===== src/rtl/avalon_mem_arbiter_if.sv =====
// Avalon-MM bundle for the two-master, one-slave RAM arbiter.
// The slave modport is the arbiter's view. The master modport is the view of the CPU ports plus the RAM model.
interface avalon_mem_arbiter_if;
    logic [31:0] m0_address;
    logic        m0_read;
    logic        m0_write;
    logic [31:0] m0_writedata;
    logic [3:0]  m0_byteenable;
    logic        m0_waitrequest;

    logic [31:0] m1_address;
    logic        m1_read;
    logic        m1_write;
    logic [31:0] m1_writedata;
    logic [3:0]  m1_byteenable;
    logic        m1_waitrequest;

    logic [31:0] m_readdata;

    logic [31:0] s_address;
    logic        s_read;
    logic        s_write;
    logic [31:0] s_writedata;
    logic [3:0]  s_byteenable;
    logic        s_waitrequest;
    logic [31:0] s_readdata;

    modport slave (
        input  m0_address, m0_read, m0_write, m0_writedata, m0_byteenable,
        output m0_waitrequest,
        input  m1_address, m1_read, m1_write, m1_writedata, m1_byteenable,
        output m1_waitrequest,
        output m_readdata,
        output s_address, s_read, s_write, s_writedata, s_byteenable, s_waitrequest,
        input  s_readdata
    );

    modport master (
        output m0_address, m0_read, m0_write, m0_writedata, m0_byteenable,
        input  m0_waitrequest,
        output m1_address, m1_read, m1_write, m1_writedata, m1_byteenable,
        input  m1_waitrequest,
        input  m_readdata,
        input  s_address, s_read, s_write, s_writedata, s_byteenable, s_waitrequest,
        output s_readdata
    );
endinterface


===== src/rtl/avalon_mem_arbiter.sv =====
// Two-master Avalon-MM arbiter that sequences waitrequest for the shared RAM. The RAM commits once per s_waitrequest fall.
// Optional macro ARB_ROUND_ROBIN_EN selects round-robin on contention. Without it, m0 has fixed priority.
module avalon_mem_arbiter #(
    parameter int unsigned WAIT_CYCLES = 2
) (
    input logic                 clk,
    input logic                 reset,
    avalon_mem_arbiter_if.slave bus
);
    localparam logic [3:0] WAIT_INIT = 4'(WAIT_CYCLES);

    typedef enum logic [1:0] {IDLE, GRANT, ACCESS, DONE} state_e;

    state_e      state_q, state_d;
    logic [3:0]  cnt_q, cnt_d;
    logic        grant_q, grant_d;
    logic [31:0] s_address_q, s_address_d;
    logic [31:0] s_writedata_q, s_writedata_d;
    logic [3:0]  s_byteenable_q, s_byteenable_d;
    logic        s_read_q, s_read_d;
    logic        s_write_q, s_write_d;
    logic [31:0] m_readdata_q, m_readdata_d;
`ifdef ARB_ROUND_ROBIN_EN
    logic        last_grant_q, last_grant_d;
`endif

    logic m0_req, m1_req, winner, granted_req, enter_access;

    assign m0_req      = bus.m0_read | bus.m0_write;
    assign m1_req      = bus.m1_read | bus.m1_write;
    assign granted_req = grant_q ? m1_req : m0_req;

    always_comb begin
`ifdef ARB_ROUND_ROBIN_EN
        if (m0_req && m1_req) winner = ~last_grant_q;
        else                  winner = ~m0_req;
`else
        winner = ~m0_req;
`endif
    end

    always_comb begin
        state_d        = state_q;
        cnt_d          = cnt_q;
        grant_d        = grant_q;
        s_address_d    = s_address_q;
        s_writedata_d  = s_writedata_q;
        s_byteenable_d = s_byteenable_q;
        s_read_d       = s_read_q;
        s_write_d      = s_write_q;
        m_readdata_d   = m_readdata_q;
        enter_access   = 1'b0;
        case (state_q)
            IDLE: begin
                if (m0_req || m1_req) begin
                    grant_d        = winner;
                    s_address_d    = winner ? bus.m1_address    : bus.m0_address;
                    s_writedata_d  = winner ? bus.m1_writedata  : bus.m0_writedata;
                    s_byteenable_d = winner ? bus.m1_byteenable : bus.m0_byteenable;
                    // Read wins when read and write are raised together.
                    s_read_d       = winner ? bus.m1_read : bus.m0_read;
                    s_write_d      = winner ? (bus.m1_write & ~bus.m1_read)
                                            : (bus.m0_write & ~bus.m0_read);
                    cnt_d          = WAIT_INIT;
                    if (WAIT_CYCLES == 0) begin
                        state_d      = ACCESS;
                        enter_access = 1'b1;
                    end else begin
                        state_d = GRANT;
                    end
                end
            end
            GRANT: begin
                cnt_d = cnt_q - 4'd1;
                if (!granted_req) begin
                    s_read_d  = 1'b0;
                    s_write_d = 1'b0;
                    state_d   = IDLE;
                end else if (cnt_q <= 4'd1) begin
                    state_d      = ACCESS;
                    enter_access = 1'b1;
                end
            end
            ACCESS: begin
                if (s_read_q) m_readdata_d = bus.s_readdata;
                s_read_d  = 1'b0;
                s_write_d = 1'b0;
                state_d   = DONE;
            end
            DONE: state_d = IDLE;
            default: state_d = IDLE;
        endcase
    end

`ifdef ARB_ROUND_ROBIN_EN
    always_comb begin
        last_grant_d = last_grant_q;
        if (enter_access) last_grant_d = grant_d;
    end

    always_ff @(posedge clk) begin
        if (reset) last_grant_q <= 1'b1;
        else       last_grant_q <= last_grant_d;
    end
`endif

    always_ff @(posedge clk) begin
        if (reset) begin
            state_q        <= IDLE;
            cnt_q          <= '0;
            grant_q        <= 1'b0;
            s_address_q    <= '0;
            s_writedata_q  <= '0;
            s_byteenable_q <= '0;
            s_read_q       <= 1'b0;
            s_write_q      <= 1'b0;
            m_readdata_q   <= '0;
        end else begin
            state_q        <= state_d;
            cnt_q          <= cnt_d;
            grant_q        <= grant_d;
            s_address_q    <= s_address_d;
            s_writedata_q  <= s_writedata_d;
            s_byteenable_q <= s_byteenable_d;
            s_read_q       <= s_read_d;
            s_write_q      <= s_write_d;
            m_readdata_q   <= m_readdata_d;
        end
    end

    // Waitrequests decode from registered state only, so no input reaches an output combinationally.
    assign bus.s_waitrequest  = (state_q != ACCESS);
    assign bus.m0_waitrequest = !((state_q == DONE) && !grant_q);
    assign bus.m1_waitrequest = !((state_q == DONE) && grant_q);
    assign bus.m_readdata     = m_readdata_q;
    assign bus.s_address      = s_address_q;
    assign bus.s_writedata    = s_writedata_q;
    assign bus.s_byteenable   = s_byteenable_q;
    assign bus.s_read         = s_read_q;
    assign bus.s_write        = s_write_q;

    logic unused_enter_access;
    assign unused_enter_access = enter_access;
endmodule

===== src/flat_wrapper.sv =====
// flat-port wrapper written by rule: the top's interface ports become plain ports
module avalon_mem_arbiter_flat 
#(
    parameter int unsigned WAIT_CYCLES = 2
)
  (clk, reset, bus_m0_address, bus_m0_read, bus_m0_write, bus_m0_writedata, bus_m0_byteenable, bus_m0_waitrequest, bus_m1_address, bus_m1_read, bus_m1_write, bus_m1_writedata, bus_m1_byteenable, bus_m1_waitrequest, bus_m_readdata, bus_s_address, bus_s_read, bus_s_write, bus_s_writedata, bus_s_byteenable, bus_s_waitrequest, bus_s_readdata);
  avalon_mem_arbiter_if bus_i ();
  input logic clk;
  input logic reset;
  input wire logic [$bits(bus_i.m0_address)-1:0] bus_m0_address;
  input wire logic [$bits(bus_i.m0_read)-1:0] bus_m0_read;
  input wire logic [$bits(bus_i.m0_write)-1:0] bus_m0_write;
  input wire logic [$bits(bus_i.m0_writedata)-1:0] bus_m0_writedata;
  input wire logic [$bits(bus_i.m0_byteenable)-1:0] bus_m0_byteenable;
  output wire logic [$bits(bus_i.m0_waitrequest)-1:0] bus_m0_waitrequest;
  input wire logic [$bits(bus_i.m1_address)-1:0] bus_m1_address;
  input wire logic [$bits(bus_i.m1_read)-1:0] bus_m1_read;
  input wire logic [$bits(bus_i.m1_write)-1:0] bus_m1_write;
  input wire logic [$bits(bus_i.m1_writedata)-1:0] bus_m1_writedata;
  input wire logic [$bits(bus_i.m1_byteenable)-1:0] bus_m1_byteenable;
  output wire logic [$bits(bus_i.m1_waitrequest)-1:0] bus_m1_waitrequest;
  output wire logic [$bits(bus_i.m_readdata)-1:0] bus_m_readdata;
  output wire logic [$bits(bus_i.s_address)-1:0] bus_s_address;
  output wire logic [$bits(bus_i.s_read)-1:0] bus_s_read;
  output wire logic [$bits(bus_i.s_write)-1:0] bus_s_write;
  output wire logic [$bits(bus_i.s_writedata)-1:0] bus_s_writedata;
  output wire logic [$bits(bus_i.s_byteenable)-1:0] bus_s_byteenable;
  output wire logic [$bits(bus_i.s_waitrequest)-1:0] bus_s_waitrequest;
  input wire logic [$bits(bus_i.s_readdata)-1:0] bus_s_readdata;
  assign bus_i.m0_address = bus_m0_address;
  assign bus_i.m0_read = bus_m0_read;
  assign bus_i.m0_write = bus_m0_write;
  assign bus_i.m0_writedata = bus_m0_writedata;
  assign bus_i.m0_byteenable = bus_m0_byteenable;
  assign bus_m0_waitrequest = bus_i.m0_waitrequest;
  assign bus_i.m1_address = bus_m1_address;
  assign bus_i.m1_read = bus_m1_read;
  assign bus_i.m1_write = bus_m1_write;
  assign bus_i.m1_writedata = bus_m1_writedata;
  assign bus_i.m1_byteenable = bus_m1_byteenable;
  assign bus_m1_waitrequest = bus_i.m1_waitrequest;
  assign bus_m_readdata = bus_i.m_readdata;
  assign bus_s_address = bus_i.s_address;
  assign bus_s_read = bus_i.s_read;
  assign bus_s_write = bus_i.s_write;
  assign bus_s_writedata = bus_i.s_writedata;
  assign bus_s_byteenable = bus_i.s_byteenable;
  assign bus_s_waitrequest = bus_i.s_waitrequest;
  assign bus_i.s_readdata = bus_s_readdata;
  avalon_mem_arbiter #(.WAIT_CYCLES(WAIT_CYCLES)) u_core (.clk(clk), .reset(reset), .bus(bus_i));
endmodule

===== config.mk =====
export PLATFORM = sky130hd
export DESIGN_NAME = avalon_mem_arbiter_flat
export DESIGN_NICKNAME = d
export VERILOG_FILES = /design/src/rtl/avalon_mem_arbiter_if.sv /design/src/rtl/avalon_mem_arbiter.sv /design/src/flat_wrapper.sv
export SDC_FILE = /design/constraint.sdc
export NUM_CORES = 1
export LEC_CHECK = 0
export CAP_MARGIN = 20
export CORE_MARGIN = 5
export CORE_UTILIZATION = 38
export DETAILED_ROUTE_END_ITERATION = 8
export GPL_ROUTABILITY_DRIVEN = 0
export PLACE_DENSITY = 0.8
export SETUP_SLACK_MARGIN = 0.2
export SYNTH_ARGS = -nofsm -noshare
export SYNTH_HDL_FRONTEND = slang
export SYNTH_SLANG_ARGS = --single-unit

===== constraint.sdc =====
create_clock -name clk -period 2 [get_ports clk]
set_clock_uncertainty 0.15 [all_clocks]
set_input_delay 0.4 -clock clk [delete_from_list [all_inputs] [get_ports clk]]
set_output_delay 0.4 -clock clk [all_outputs]
set_load 0.02 [all_outputs]

**After elaboration in Yosys (flattened, before gate mapping)**

Index checks and enable logic that the tools add are counted.

- Flip-flop bits (word level): 109
- Logic and storage cells: 56

- $add $sub $neg: 1
- Order comparisons: 1
- Eq/ne operators: 7
- Multiplexer cells: 17
- Bitwise gates (word level): 7
- Reduce and logical (&&, ||, !) cells: 14

Operator list:

| kind | number |
|---|---|
| $mux W32 | 2 |
| $mux W4 | 2 |
| $pmux W2 S4 | 1 |
| $pmux W4 S2 | 1 |
| $reduce_and A2 Y1 | 4 |
| $mux W1 | 6 |
| $mux W2 | 3 |
| $pmux W1 S3 | 2 |
| $eq A2 B2 Y1 const B | 2 |
| $le A4 B1 Y1 const B | 1 |
| $ne A2 B2 Y1 const B | 2 |
| $sub A4 B1 Y4 const B | 1 |
| $logic_not A1 Y1 | 3 |
| $ne A3 B3 Y1 const B | 1 |
| $not A1 Y1 | 3 |
| $reduce_and A3 Y1 | 1 |
| $reduce_bool A3 Y1 | 1 |
| $and A1 B1 Y1 | 2 |
| $eq A2 B1 Y1 const B | 1 |
| $logic_and A1 B1 Y1 | 2 |
| $logic_not A2 Y1 | 1 |
| $ne A2 B1 Y1 const B | 1 |
| $or A1 B1 Y1 | 2 |
| $reduce_bool A2 Y1 | 1 |
| $logic_or A1 B1 Y1 | 1 |

**Longest topological paths before layout**

Gate-level depths: netlist (run 1).

- Word-level depth: 5
- Gate-level depth with buffers: 8
- Mapped depth without buffers: 6

**Worst setup path after synthesis (run 1)**

OpenSTA, ideal clock, no wires.

- Path kind: register to register
- Start point: register u_core.state_q[0]
- End point: register u_core.s_address_q[11] (netlist: u_core.bus.s_address[11])
- Setup time: 0.142 ns
- Data arrival time: 1.430 ns
- Data required time: 1.708 ns
- Path slack: 0.277 ns
- Stages on the path, launching flop included: 8
- Buffers on the path: 2
- Period minus slack after synthesis: 1.723 ns
- Cell sequence: dfxtp_1 -> inv_1 -> ha_1 -> inv_1 -> a21oi_1 -> buf_2 -> buf_1 -> a311oi_1

- Cells in the longest elaborated chain, start to end: 2

Ends and longest elaborated chain:

| element | line | source |
|---|---|---|
| from (decl) | avalon_mem_arbiter.sv:14 | `state_e state_q, state_d;` |
| from (signal assigned) | avalon_mem_arbiter.sv:119 | `state_q <= state_d;` |
| $logic_not A2 Y1 | avalon_mem_arbiter.sv:53 | `case (state_q)` |
| $reduce_and A2 Y1 (no line) | -- |  |
| to (signal assigned) | avalon_mem_arbiter.sv:122 | `s_address_q <= s_address_d;` |
| to (decl) | avalon_mem_arbiter.sv:17 | `logic [31:0] s_address_q, s_address_d;` |

Every way passes these cells.
A chain may end at the register's enable or synchronous reset.

**Worst setup path in the final report (run 1)**

- Start point: register u_core.state_q[0]
- End point: register u_core.s_writedata_q[1] (netlist: u_core.bus.s_writedata[1])

- Cells in the longest elaborated chain, start to end: 2

Ends and longest elaborated chain:

| element | line | source |
|---|---|---|
| $logic_not A2 Y1 | avalon_mem_arbiter.sv:53 |  |
| $reduce_and A2 Y1 (no line) | -- |  |
| to (signal assigned) | avalon_mem_arbiter.sv:123 | `s_writedata_q <= s_writedata_d;` |
| to (decl) | avalon_mem_arbiter.sv:18 | `logic [31:0] s_writedata_q, s_writedata_d;` |

Every way passes these cells.

==> results of run 1 <==
## metrics by stage
step / TNS, ns / util, % / worst slack [ns]
finish: 0 / 68.1 / 0.214
global route: 0 / 68.1 / 0.152
CTS: 0 / 66.6 / 0.148
detailed placement: -7.94 / 64.0 / -0.165
global placement: -3.21 / 64.0 / -0.137
floorplan: 0 / - / 0.277
## worst max-delay path: stages (launching register included)
cell                       delay, ns
sky130_fd_sc_hd__dfxtp_4        0.37
sky130_fd_sc_hd__inv_6          0.08
sky130_fd_sc_hd__ha_4           0.16
sky130_fd_sc_hd__inv_4          0.05
sky130_fd_sc_hd__a21oi_4        0.20
sky130_fd_sc_hd__buf_12         0.19
sky130_fd_sc_hd__buf_16         0.16
sky130_fd_sc_hd__nor2_1         0.05
sky130_fd_sc_hd__a311oi_1       0.28
## cell families after synthesis
kind of cell | Yosys count | synth area share [%]
AO/OA/AOI/OAI | 183 | 25.6
XOR/XNOR | 1 | 0.187
adder cells (fa/ha/maj) | 8 | 2.13
buffers and inverters | 65 | 5.70
flip-flops | 109 | 46.5
multiplexers | 3 | 0.640
AND/OR/NAND/NOR | 228 | 19.2
## sequential cells by signal (all words and copies together), names as in the netlist, named ones only
name / cells
u_core.bus.m_readdata: 32
u_core.bus.s_address: 32
u_core.cnt_q: 4
u_core.bus.s_read: 1
u_core.state_q: 1
u_core.bus.s_byteenable: 4
u_core.bus.s_writedata: 32
u_core.grant_q: 1
u_core.bus.s_write: 1
## worst max path at each step
| stage | start | depth (start not counted) | endpoint |
|---|---|---|---|
| CTS | u_core.state_q[0] | 4 | bus_s_waitrequest |
| detailed placement | bus_m1_read | 5 | u_core.cnt_q[3] |
| global route | u_core.state_q[0] | 8 | u_core.bus.s_writedata[0] |
| global placement | bus_m1_read | 5 | u_core.cnt_q[2] |
| floorplan | u_core.state_q[0] | 7 | u_core.bus.s_address[11] |
| finish | u_core.state_q[0] | 8 | u_core.bus.s_writedata[1] |
## where the power goes
part           switching, uW  internal [uW]
clock                    773           1110
combinational           2650           2360
sequential               360           2820
total                   3790           6290
## placed cells by master, fill, tap and decap left out, types with 2 or more instances in the layout
| master | n |
|---|---|
| sky130_fd_sc_hd__a21oi_1 | 34 |
| sky130_fd_sc_hd__a311oi_1 | 65 |
| sky130_fd_sc_hd__a311oi_2 | 4 |
| sky130_fd_sc_hd__buf_12 | 7 |
| sky130_fd_sc_hd__buf_16 | 3 |
| sky130_fd_sc_hd__buf_2 | 5 |
| sky130_fd_sc_hd__buf_4 | 17 |
| sky130_fd_sc_hd__buf_6 | 4 |
| sky130_fd_sc_hd__clkbuf_16 | 11 |
| sky130_fd_sc_hd__clkbuf_8 | 4 |
| sky130_fd_sc_hd__clkdlybuf4s50_1 | 168 |
| sky130_fd_sc_hd__dfxtp_1 | 107 |
| sky130_fd_sc_hd__dfxtp_4 | 2 |
| sky130_fd_sc_hd__dlygate4sd2_1 | 104 |
| sky130_fd_sc_hd__ha_1 | 5 |
| sky130_fd_sc_hd__ha_4 | 2 |
| sky130_fd_sc_hd__inv_1 | 5 |
| sky130_fd_sc_hd__inv_4 | 2 |
| sky130_fd_sc_hd__mux2i_1 | 3 |
| sky130_fd_sc_hd__nand2_1 | 138 |
| sky130_fd_sc_hd__nand3_1 | 2 |
| sky130_fd_sc_hd__nor2_1 | 72 |
| sky130_fd_sc_hd__nor2_4 | 2 |
| sky130_fd_sc_hd__nor2b_1 | 2 |
| sky130_fd_sc_hd__nor3_1 | 5 |
| sky130_fd_sc_hd__o21ai_0 | 71 |
## layout make-up
class	instances	area share (%)
clock inverters	2	0.472
clock buffers	14	3.46
repair buffers	312	37.9
flip-flops and latches	109	26.6
well taps	168	2.56
multi-input cells	423	28.5
inverters	8	0.487
## metal layers
layer	track usage, %	routed length, um	up-vias
li1	-	-	2629
met1	26.9	6950	2431
met2	38.2	8510	274
met3	6.90	1750	24
met4	8.19	376	0
met5	0	0	-
## what timing repair did
action	CTS	global route
gates cloned	2	2
pin swaps	2	17
buffers inserted	1	7
hold endpoints to repair	0	0
gates resized for setup	128	22
endpoints found under the setup margin	171	69
hold buffers	0	0
==> metrics.sh, run 1 <==
MIN_PERIOD_OVER_PERIOD_PCT=89.3
DRC=0
VDD.IR_DROP.WORST_mV=0.542
GRT_SETUP_UNREPAIRED='yes'
MAXCAPVIOLCOUNT=0
DIE_AREA_SQ_UM=14700
CRITICAL_PATH_REQUIRED_NS=2.08
AREA_OCCUPIED_BY_REGISTERS_SQ_UM=2190
FIN_WORST_HOLD_SLACK_NS=0.272
FIRST_PASS_ITERS=5
TIMING_WORST_SETUP_PATH_TYPE='flip-flop to flip-flop'
ENDPOINTS_FAILING_SETUP=0
FIN_CELLS=1036
TOTAL_POWER_uW=10100
SYNTH_WARNINGS=0
NUMCTSBUFFERS=9
WORST-PATH-MAX-FANOUT=18
CRIT_ARRIVAL_NS=1.87
FIRST_ITER_VIOLATIONS=357
TIMING.RR.END='u_core.bus.s_writedata[1]'
GRTUSAGETOTAL_PCT=22.5
CTS_TREE='yes'
OUTCOME='finished, final reports clean'
ASYNC_FLOP_SHARE_PCT=0
CTS-HTREE-LEVELS=3
SYNTH.AREA.TOP_CELLS='sky130_fd_sc_hd__dfxtp_1 46%, sky130_fd_sc_hd__a311oi_1 13%, sky130_fd_sc_hd__nand2_1 11%'
POWER_DENSITY_nW_PER_UM2=1230
GRT_MAX_DEGREE=61
DIEWIDTH_UM=121
DRT-VIAS-PER-INSTANCE=5.17
MAXIMUM_NUMBER_OF_BUFFERS_FROM_CLOCK_ROOT_TO_SINK=2
PLACED_CELL_AREA_SQ_UM=7720
SYNTH_AREA_LEADER_CELL='sky130_fd_sc_hd__dfxtp_1'
PATH_CLK_SLEW_NS=0.07
POST_DRT_WL_PER_CELL_UM=17.0
PIN_COUNT=279
MULTI_INPUT_COMB_AREA_SQ_UM=2340
VIAS=5358
MIN_PATH_TYPE='input pin to flip-flop'
CRITICAL_PATH.REG2REG.STARTPOINT='u_core.state_q[0]'
P_LEAK_uW=0.00340
GR-TOTAL-OVERFLOW=0
START_KIND='flip-flop'
FIRST_GLOBAL_VIAS=5256
FILLERS=980
POST_SYNTH_INST_COUNT=597
SYNTH.MOST_COMMON_CELL='sky130_fd_sc_hd__nand2_1'
SETUP.WORST_PATH.END_CLASS='flip-flop'
REG2REGPATHDEPTH=8
PLACE_HPWL_MM=12.9
SYNTH_SEQ_CELLS=109
FINAL_HOLD_VIOL_COUNT=0
SYNTH_TOP_AREA_SHARE_PCT=46.5
TIMING.FINAL.CRIT_PERIOD_NS=1.79
CLK-INSERTION-DELAY-LATE_NS=0.33
SYNTH.AVG_CELL_AREA_SQ_UM=7.86
AREA.GROWTH.SYNTH_TO_FINAL_PCT=75.0
CTS.ROOT.BUFFER_CELL='sky130_fd_sc_hd__clkbuf_16'
WORSTHOLDPATHCELLS=2
NUMBER_OF_ENABLE_TYPE_REGISTER_CELLS_IN_THE_SYNTHESIZED_NETLIST=0
ANTENNADIODECOUNT=0
POST_SYNTH_NUM_CELL_TYPES=32
SEQUENTIAL_SHARE_OF_THE_SYNTHESIZED_AREA_PCT=46.5
WIRELENGTH_MM=17.6
MAX-SLEW-MARGIN-REL_PCT=62.5
FMAXACHIEVABLE_GHz=0.560
REG2REG_SETUP_SLACK_NS=0.21
SYNTH_FLOP_CELL='sky130_fd_sc_hd__dfxtp_1'
POST_SYNTH_INSTANCE_AREA_SQ_UM=4690
NUM_ROWS=40
SHARE_OF_CELLS_ABOVE_DRIVE_STRENGTH_1_PCT=8.87
FIN_AREA_SQ_UM=8220
INSTANCE_COUNT_AFTER_PLACEMENT_WITH_TAP_CELLS_INCLUDED=1008
GRT_PASS1_WL_MM=26.7
NUMBER_OF_ANTENNA_VIOLATIONS_AT_THE_FIRST_CHECK_IN_GLOBAL_ROUTING=0
PLACE.PORT_BUFFERS=278
DRV_SLEW=0
INITIAL_CORE_UTIL_PCT=38.9
CORE_SQ_UM=12100
SYN_NETS=779
LAYOUT.NETS=1045
ANT_NETS=0
SYNTH.TOP_CELLS.BY_COUNT='138 x sky130_fd_sc_hd__nand2_1, 109 x sky130_fd_sc_hd__dfxtp_1, 73 x sky130_fd_sc_hd__nor2_1'
HOLD_PATH_END='u_core.state_q[0]'
CTS_NUM_SINKS=109
HOLD_PATH_STARTPOINT='reset'
MAX_SLEW.WORST_PIN.SLEW_NS=0.563
CHIPHEIGHT_UM=121
Note: power is estimated with default switching activity, not from simulation.
==> inputs of run 2 (changes only) <==
--- a/config.mk
+++ b/config.mk
@@ -12,6 +12,7 @@
 export GPL_ROUTABILITY_DRIVEN = 0
 export PLACE_DENSITY = 0.8
 export SETUP_SLACK_MARGIN = 0.2
+export SLEW_MARGIN = 10
 export SYNTH_ARGS = -nofsm -noshare
 export SYNTH_HDL_FRONTEND = slang
 export SYNTH_SLANG_ARGS = --single-unit
==> results of run 2 <==
Final layout, timing and power as in run 1 (identical DEF).
